$ cat config.mk
export PLATFORM = sky130hd
export DESIGN_NAME = nibble_serial_adder_ctrl
export DESIGN_NICKNAME = d
export VERILOG_FILES = /design/src/rtl/nibble_serial_adder_ctrl.sv
export SDC_FILE = /design/constraint.sdc
export NUM_CORES = 1
export LEC_CHECK = 0
export CORE_MARGIN = 3
export CORE_UTILIZATION = 25
export CTS_CLUSTER_DIAMETER = 40
export CTS_CLUSTER_SIZE = 30
export DETAILED_ROUTE_END_ITERATION = 8
export GPL_ROUTABILITY_DRIVEN = 1
export PLACE_DENSITY = 0.44
export SKIP_LAST_GASP = 1
export SLEW_MARGIN = 15
export SYNTH_ARGS = -nofsm -noshare
export SYNTH_HDL_FRONTEND = slang
export SYNTH_SLANG_ARGS = --single-unit
$ cat constraint.sdc
create_clock -name clk -period 8.5 [get_ports clk]
set_input_delay 1.275 -clock clk [delete_from_list [all_inputs] [get_ports clk]]
set_output_delay 1.275 -clock clk [all_outputs]
set_load 0.005 [all_outputs]
$ cat src/rtl/nibble_serial_adder_ctrl.sv
// nibble_serial_adder_ctrl: adds or subtracts two W-bit operands by running a
// single 4-bit ripple slice over NIBBLES cycles, least-significant nibble first.
// A start/busy/done handshake frames each operation; the result is held until
// the next accepted start.
module nibble_serial_adder_ctrl #(
  parameter int NIBBLES = 4
) (
  input  logic                 clk,
  input  logic                 rst,
  input  logic                 start,
  input  logic [4*NIBBLES-1:0] a,
  input  logic [4*NIBBLES-1:0] b,
  input  logic                 cin,
  input  logic                 sub,
  output logic                 busy,
  output logic                 done,
  output logic [4*NIBBLES-1:0] sum,
  output logic                 cout,
  output logic                 ovf
);

  localparam int W     = 4 * NIBBLES;
  localparam int IDX_W = $clog2(NIBBLES);

  typedef enum logic [1:0] {
    S_IDLE,
    S_RUN,
    S_DONE
  } state_t;

  state_t             r_state;
  state_t             w_next;
  logic [W-1:0]       r_op_a;
  logic [W-1:0]       r_op_b;
  logic               r_carry;
  logic [IDX_W-1:0]   r_idx;
  logic [W-1:0]       r_sum;
  logic               r_cout;
  logic               r_ovf;

  logic               w_accept;
  logic               w_last;
  logic [IDX_W+1:0]   w_base;
  logic [3:0]         w_na;
  logic [3:0]         w_nb;
  logic [3:0]         w_s;
  logic [4:0]         w_c;

  // A start is only honoured when no operation is in flight.
  assign w_accept = start && (r_state == S_IDLE || r_state == S_DONE);
  assign w_last   = (r_idx == IDX_W'(NIBBLES - 1));
  assign w_base   = {r_idx, 2'b00};
  assign w_na     = r_op_a[w_base +: 4];
  assign w_nb     = r_op_b[w_base +: 4];

  // State register.
  always_ff @(posedge clk or posedge rst) begin
    // NOTE: sequential state uses non-blocking assignments so every register
    // samples the pre-edge values, independent of statement order.
    if (rst) r_state <= S_IDLE;
    else     r_state <= w_next;
  end

  // Next-state logic: IDLE -> RUN on start, RUN for NIBBLES cycles, one DONE cycle.
  always_comb begin
    // NOTE: the default assignment first guarantees w_next is driven on every
    // path, so no latch is inferred.
    w_next = r_state;
    case (r_state)
      S_IDLE:  if (start) w_next = S_RUN;
      S_RUN:   if (w_last) w_next = S_DONE;
      S_DONE:  w_next = start ? S_RUN : S_IDLE;
      default: w_next = S_IDLE;
    endcase
  end

  // One 4-bit ripple slice on the current nibble; w_c[3] is the carry into bit 3.
  always_comb begin
    w_s    = '0;
    w_c    = '0;
    w_c[0] = r_carry;
    for (int i = 0; i < 4; i++) begin
      w_s[i]   = w_na[i] ^ w_nb[i] ^ w_c[i];
      w_c[i+1] = (w_na[i] & w_nb[i]) | (w_na[i] & w_c[i]) | (w_nb[i] & w_c[i]);
    end
  end

  // Operand capture on accepted start; nibble-by-nibble accumulation during RUN.
  always_ff @(posedge clk or posedge rst) begin
    // NOTE: the operand and result registers are reset too, so an aborted
    // operation leaves no stale result visible on sum/cout/ovf.
    if (rst) begin
      r_op_a  <= '0;
      r_op_b  <= '0;
      r_carry <= 1'b0;
      r_idx   <= '0;
      r_sum   <= '0;
      r_cout  <= 1'b0;
      r_ovf   <= 1'b0;
    end else if (w_accept) begin
      // Subtraction is a + ~b + 1: invert B once and seed the carry with 1.
      r_op_a  <= a;
      r_op_b  <= sub ? ~b : b;
      r_carry <= sub ? 1'b1 : cin;
      r_idx   <= '0;
      r_sum   <= '0;
    end else if (r_state == S_RUN) begin
      r_sum[w_base +: 4] <= w_s;
      r_carry            <= w_c[4];
      r_idx              <= w_last ? '0 : r_idx + 1'b1;
      if (w_last) begin
        r_cout <= w_c[4];
        r_ovf  <= w_c[3] ^ w_c[4];
      end
    end
  end

  assign busy = (r_state == S_RUN);
  assign done = (r_state == S_DONE);
  assign sum  = r_sum;
  assign cout = r_cout;
  assign ovf  = r_ovf;

endmodule

==> run_results.csv, run 1 <==
group,metric,value,unit
outcome,status,"finished clean",
clock_tree,cts_buffer_depth,2,
synthesis,syn_nets,307,
finish,finalInstanceArea,3456,µm²
setup_path,reg2reg_depth,9,
setup_path,r2r-end,"sum[7]",
clock_tree,clkSlewWorstSetupHoldPaths,0.10,ns
drt,routed_wl,6.244,mm
clock_tree,clock-sinks,55,
setup_path,setup.worst_path.start,"r_state[1]",
synthesis,ys_seq_elements,55,
timing,drv_slew,0,
setup_path,critPathKind,"reg2out",
die,die_height,111,µm
synthesis,syn_avg_cell_area,10.52,µm²
flow_run,cap_violations,0,
clock_tree,cts-htree-levels,2,
pwr,leakage,0.001516,µW
die,rows,37,
placed_design,gp_congestion,0.7661,
timing,fmax,0.3310,GHz
finish,fin_util,0.3288,
finish,fill_cells,1105,
global_routing,grt_pass1_wl,10.45,mm
drt,ant_nets,0,
clock_tree,clkLatencyLatePin,0.32,ns
finish,drive_gt1_frac,0.06688,
setup_path,r2r-start,"r_idx[0]",
clock_tree,cts_setup_buffers,0,
worst_hold_path,holdCritPathClass,"reg2reg",
timing,finClkSkew,0.01262,ns
timing,tightestPinTransition,0.9191,ns
clock_tree,clockRootBuffer,"clkbuf_8",
clock_tree,cts_inserted_buffers,5,
drt,first_iter_violations,78,
synthesis,yosysWarningCount,0,
global_routing,grt_max_degree,64,
setup_path,worstPathMaxFanout,6,
clock_tree,cts_tree,"done",
die,fp.dieW,111,µm
global_routing,grt_usage,0.1048,
finish,num_antenna_cells,0,
die,core_region_area,10510,µm²
drt,post_drt_wl_per_cell,13.88,µm
pwr,p_per_area,347.5,nW/µm²
pwr,max-vdd-ir-drop,121.8,µV
global_routing,antenna_found_initial,0,
drt,drcViolationCount,0,
placed_design,port_buffers,56,
setup_path,endpoint_kind,"primary output",
synthesis,syn_area,2756,µm²
timing,setup_viol,0,
global_routing,grt_overflow,0,
die,fp.dieArea,12320,µm²
timing,max_slew_margin,0.3853,
timing,rsz0062_at_grt,"false",
finish,synthToLayoutAreaGrowth,25.37,%
synthesis,ys_types,29,
setup_path,crit_path_end,"busy",
global_routing,grt_pass1_vias,2020,
setup_path,r2r_setup_slack,5.55,ns
setup_path,start_kind,"flop",
die,start_util,0.2623,
synthesis,synth_seq_area_share,0.4993,
timing,fin_crit_sh,0.3554,
clock_tree,cts_hold_buf,0,
placed_design,dp_hpwl,4.593,mm
die,ios,57,
setup_path,crit_required,7.22,ns
drt,first_pass_iters,5,
timing,finalCriticalPeriod,3.021,ns
drt,drt-vias-per-instance,4.378,
clock_tree,ctsResizeCount,0,
timing,hold_violations,0,
setup_path,critPathArrivalTime,1.75,ns
timing,fin_tns_setup,0,ns
synthesis,syn_inst,262,
finish,fin_nets,358,
placed_design,dpl_cell_area,3364,µm²
drt,num_vias,1970,
-- Yosys cell counts --
library cell	n	share of area
o41ai_1	4	0.013
nand2b_2	1	0.0032
nand2_1	77	0.10
nor2b_1	2	0.0045
buf_6	8	0.033
nand3b_1	4	0.011
xnor2_1	16	0.051
a21oi_1	4	0.0073
nand2b_4	1	0.0050
nand4_1	2	0.0045
o21ai_0	5	0.0091
buf_2	4	0.0073
o31ai_1	5	0.014
mux4_2	4	0.033
inv_1	13	0.018
fa_1	4	0.029
nand3_1	16	0.029
ha_1	4	0.018
nand2b_1	1	0.0023
buf_4	2	0.0054
buf_12	1	0.0073
dfrtp_1	55	0.50
nand3b_2	1	0.0041
or3_1	1	0.0023
o21ai_1	19	0.034
mux4_1	4	0.038
nor3b_2	2	0.0091
xor2_1	1	0.0032
nor2_1	1	0.0014
-- registers in the layout, summed over array words and instances (netlist names) --
name     cells
r_op_b      16
r_state      2
r_idx        2
r_carry      1
r_op_a      16
ovf          1
sum         16
cout         1
-- cell families after synthesis --
kind of cell | Yosys count | share of synthesized area
mux | 8 | 0.07081
buf+inv | 28 | 0.07036
simple gates | 109 | 0.1811
flops | 55 | 0.4993
compound gates | 37 | 0.07717
fa+ha+maj | 8 | 0.04721
xor+xnor | 17 | 0.05402
-- placed cells by master (no fill, tap or decap) --
cell type and count:
nand2_1 77, clkdlybuf4s50_1 56, dfrtp_1 55, o21ai_1 19
nand3_1 16, xnor2_1 16, inv_1 12, o21ai_0 5
o31ai_1 5, clkbuf_8 5, nand3b_1 4, o41ai_1 4
a21oi_1 4, mux4_1 4, mux4_2 4, fa_1 4
ha_1 4, buf_4 3, nor2b_1 2, nor3b_2 2
nand4_1 2, nand2b_4 1, nand2b_2 1, nor2_1 1
nand2b_1 1, nand3b_2 1, or3_1 1, inv_2 1
xor2_1 1, clkinv_4 1, inv_6 1, clkinv_2 1
-- per-layer routing --
| layer | part of all wire | global-route usage | up-vias |
|---|---|---|---|
| met5 | 0 | 0 | - |
| met4 | 0.0088 | 0.02217 | 0 |
| met3 | 0.050 | 0.02566 | 6 |
| met2 | 0.48 | 0.1683 | 47 |
| met1 | 0.46 | 0.1439 | 943 |
| li1 | - | - | 974 |
-- how the worst min path moves through the flow --
stage | slack (ns) | end | startpoint | cells past startpoint
floorplan | 0.44 | r_op_a[7] | r_op_a[7] | 2
global placement | 0.46 | r_op_a[15] | r_op_a[15] | 2
detailed placement | 0.46 | r_op_a[14] | r_op_a[14] | 2
CTS | 0.48 | r_op_a[14] | r_op_a[14] | 2
global route | 0.50 | r_op_a[14] | r_op_a[14] | 2
finish | 0.48 | r_op_a[14] | r_op_a[14] | 2
-- worst max-delay path, stage by stage (launching register included) --
cell             delay [ns]
dfrtp_1                0.45
nand2b_2               0.24
inv_1                  0.20
clkdlybuf4s50_1        0.55
-- report_power, final --
| group | internal, µW | switching [µW] | leakage, µW |
|---|---|---|---|
| Clock | 59.3 | 91.1 | 0.0000485 |
| Combinational | 277 | 327 | 0.000763 |
| Sequential | 369 | 77.2 | 0.000705 |
| Total | 706 | 495 | 0.00152 |
-- final cells by class --
type	count	area (µm²)	area share
sequential	55	1376	0.3983
clock inverter	3	22.52	0.006517
multi-input combinational	179	1186	0.3432
timing repair buffer	59	583.1	0.1687
tap	136	170.2	0.04924
inverter	13	48.80	0.01412
clock buffer	5	68.82	0.01991
-- per-stage QoR --
stage / hold slack, ns / total power (µW) / setup WS [ns] / std cells
after CTS: 0.4823 / 1223 / 5.485 / 450
after global placement: 0.4558 / 1063 / 5.603 / 442
final: 0.4755 / 1201 / 5.479 / 450
after global routing: 0.5029 / 1314 / 5.357 / 450
after floorplan: 0.4368 / 871.8 / 5.656 / 262
after detailed placement: 0.4573 / 1071 / 5.556 / 442
Power figures use the tool's default switching activity.
==> run 2: changes to the inputs <==
Clock period 8.5 ns to 3.1 ns, I/O delays scaled along.
==> run 2 against run 1 <==
Core utilization grew 0.37 points. Clock power grew to 3.1 times the previous value. Combinational power grew to 2.8 times the previous value. Final cell count increased by 0.22%. Power grew to 2.8 times the previous value. Critical path type is now reg2reg. Critical path depth grew 6. Die area unchanged. Non-clock buffer count is 2 higher.
==> run_results.csv, run 2 (synthesis gave the netlist of run 1 again) <==
group,metric,value,unit
outcome,status,"finished clean",
worst_hold_path,holdCritPathClass,"reg2reg",
die,start_util,0.2623,
setup_path,r2r-end,"sum[7]",
timing,tightestPinTransition,0.9204,ns
timing,rsz0062_at_grt,"false",
setup_path,r2r-start,"r_idx[0]",
finish,layout_common_cells,"nand2_1 (77), clkdlybuf4s50_1 (56), dfrtp_1 (55)",
timing,finClkSkew,0.008403,ns
finish,fin_util,0.3325,
setup_path,crit_required,3.32,ns
clock_tree,cts_inserted_buffers,5,
global_routing,grt_pass1_vias,2074,
drt,post_drt_wl_per_cell,14.05,µm
global_routing,grt_pass1_wl,10.80,mm
die,die_height,111,µm
clock_tree,cts_setup_buffers,0,
setup_path,endpoint_kind,"flop",
setup_path,setup.worst_path.start,"r_idx[0]",
clock_tree,clock-sinks,55,
timing,setup_viol,0,
finish,drive_gt1_frac,0.06667,
drt,ant_nets,0,
finish,final_common_cell,"nand2_1",
finish,fill_cells,1095,
die,rows,37,
placed_design,dp_hpwl,4.659,mm
finish,synthToLayoutAreaGrowth,26.78,%
die,fp.dieW,111,µm
global_routing,antenna_found_initial,0,
clock_tree,cts_hold_buf,0,
finish,num_antenna_cells,0,
die,fp.dieArea,12320,µm²
drt,drcViolationCount,0,
timing,hold_violations,0,
placed_design,gp_congestion,0.7466,
clock_tree,ctsResizeCount,0,
drt,drt-vias-per-instance,4.324,
worst_hold_path,hp-start,"cout",
drt,num_vias,1950,
flow_run,cap_violations,0,
timing,fmax,0.3519,GHz
finish,fin_nets,360,
die,core_region_area,10510,µm²
global_routing,grt_overflow,0,
clock_tree,clkSlewWorstSetupHoldPaths,0.10,ns
global_routing,grt_usage,0.1083,
timing,fin_tns_setup,0,ns
clock_tree,clkLatencyLatePin,0.31,ns
placed_design,port_buffers,56,
worst_hold_path,min_to,"cout",
timing,finalCriticalPeriod,2.842,ns
timing,fin_crit_sh,0.9166,
pwr,total_power,3378,µW
pwr,max-vdd-ir-drop,438.3,µV
die,ios,57,
clock_tree,cts_buffer_depth,2,
setup_path,worstPathMaxFanout,4,
clock_tree,cts-htree-levels,2,
timing,max_slew_margin,0.3844,
drt,first_pass_iters,4,
setup_path,r2r_setup_slack,0.26,ns
worst_hold_path,hold_depth,2,
global_routing,grt_max_degree,64,
timing,drv_slew,0,
setup_path,reg2reg_depth,9,
setup_path,critPathArrivalTime,3.06,ns
pwr,p_per_area,966.6,nW/µm²
pwr,leakage,0.001534,µW
drt,routed_wl,6.335,mm
drt,first_iter_violations,64,
clock_tree,clockRootBuffer,"clkbuf_8",
clock_tree,cts_tree,"done",
setup_path,critPathKind,"reg2reg",
setup_path,start_kind,"flop",
-- run 2: area by class of cell --
cell class | instances | area (µm²) | share of cell area
Tap cell | 136 | 170.2 | 0.04869
Inverter | 13 | 48.80 | 0.01396
Sequential cell | 55 | 1376 | 0.3938
Clock inverter | 1 | 30.03 | 0.008593
Timing Repair Buffer | 61 | 610.6 | 0.1747
Clock buffer | 6 | 72.57 | 0.02077
Multi-Input combinational cell | 179 | 1186 | 0.3394
-- run 2: how the worst max path moves through the flow --
stage / slack, ns / endpoint / cells past startpoint
floorplan: 0.26 / sum[7] / 10
global placement: 0.27 / sum[7] / 9
detailed placement: 0.24 / sum[7] / 9
CTS: 0.23 / sum[7] / 9
global route: 0.01 / sum[7] / 9
finish: 0.26 / sum[7] / 9
-- run 2: critical path, stage by stage, from the launching register on --
cell and delay [ns]:
dfrtp_1 0.41, mux4_1 0.59, fa_1 0.39, inv_1 0.07
fa_1 0.18, fa_1 0.21, inv_1 0.06, fa_1 0.56
inv_1 0.06, o31ai_1 0.21
-- run 2: through the flow --
stage	setup slack [ns]	instance area (µm²)	cells	hold WS (ns)
global placement	0.2668	3392	444	0.4559
global route	0.009669	3495	451	0.5158
finish	0.2584	3495	451	0.4846
floorplan	0.2555	2756	262	0.4368
detailed placement	0.2415	3392	444	0.4590
CTS	0.2294	3495	451	0.4844
-- run 2: routing by layer --
layer	GRT usage	share of wire
met5	0	0
met2	0.1727	0.47
met3	0.02347	0.037
met1	0.1488	0.49
met4	0.02956	0.0096
-- run 2: where the power goes --
| part | switching, µW | leakage (µW) | total [µW] | internal (µW) |
|---|---|---|---|---|
| Sequential | 200 | 0.000705 | 1210 | 1010 |
| Combinational | 922 | 0.000777 | 1700 | 776 |
| Clock | 230 | 0.0000513 | 467 | 237 |
| Total | 1350 | 0.00153 | 3380 | 2030 |
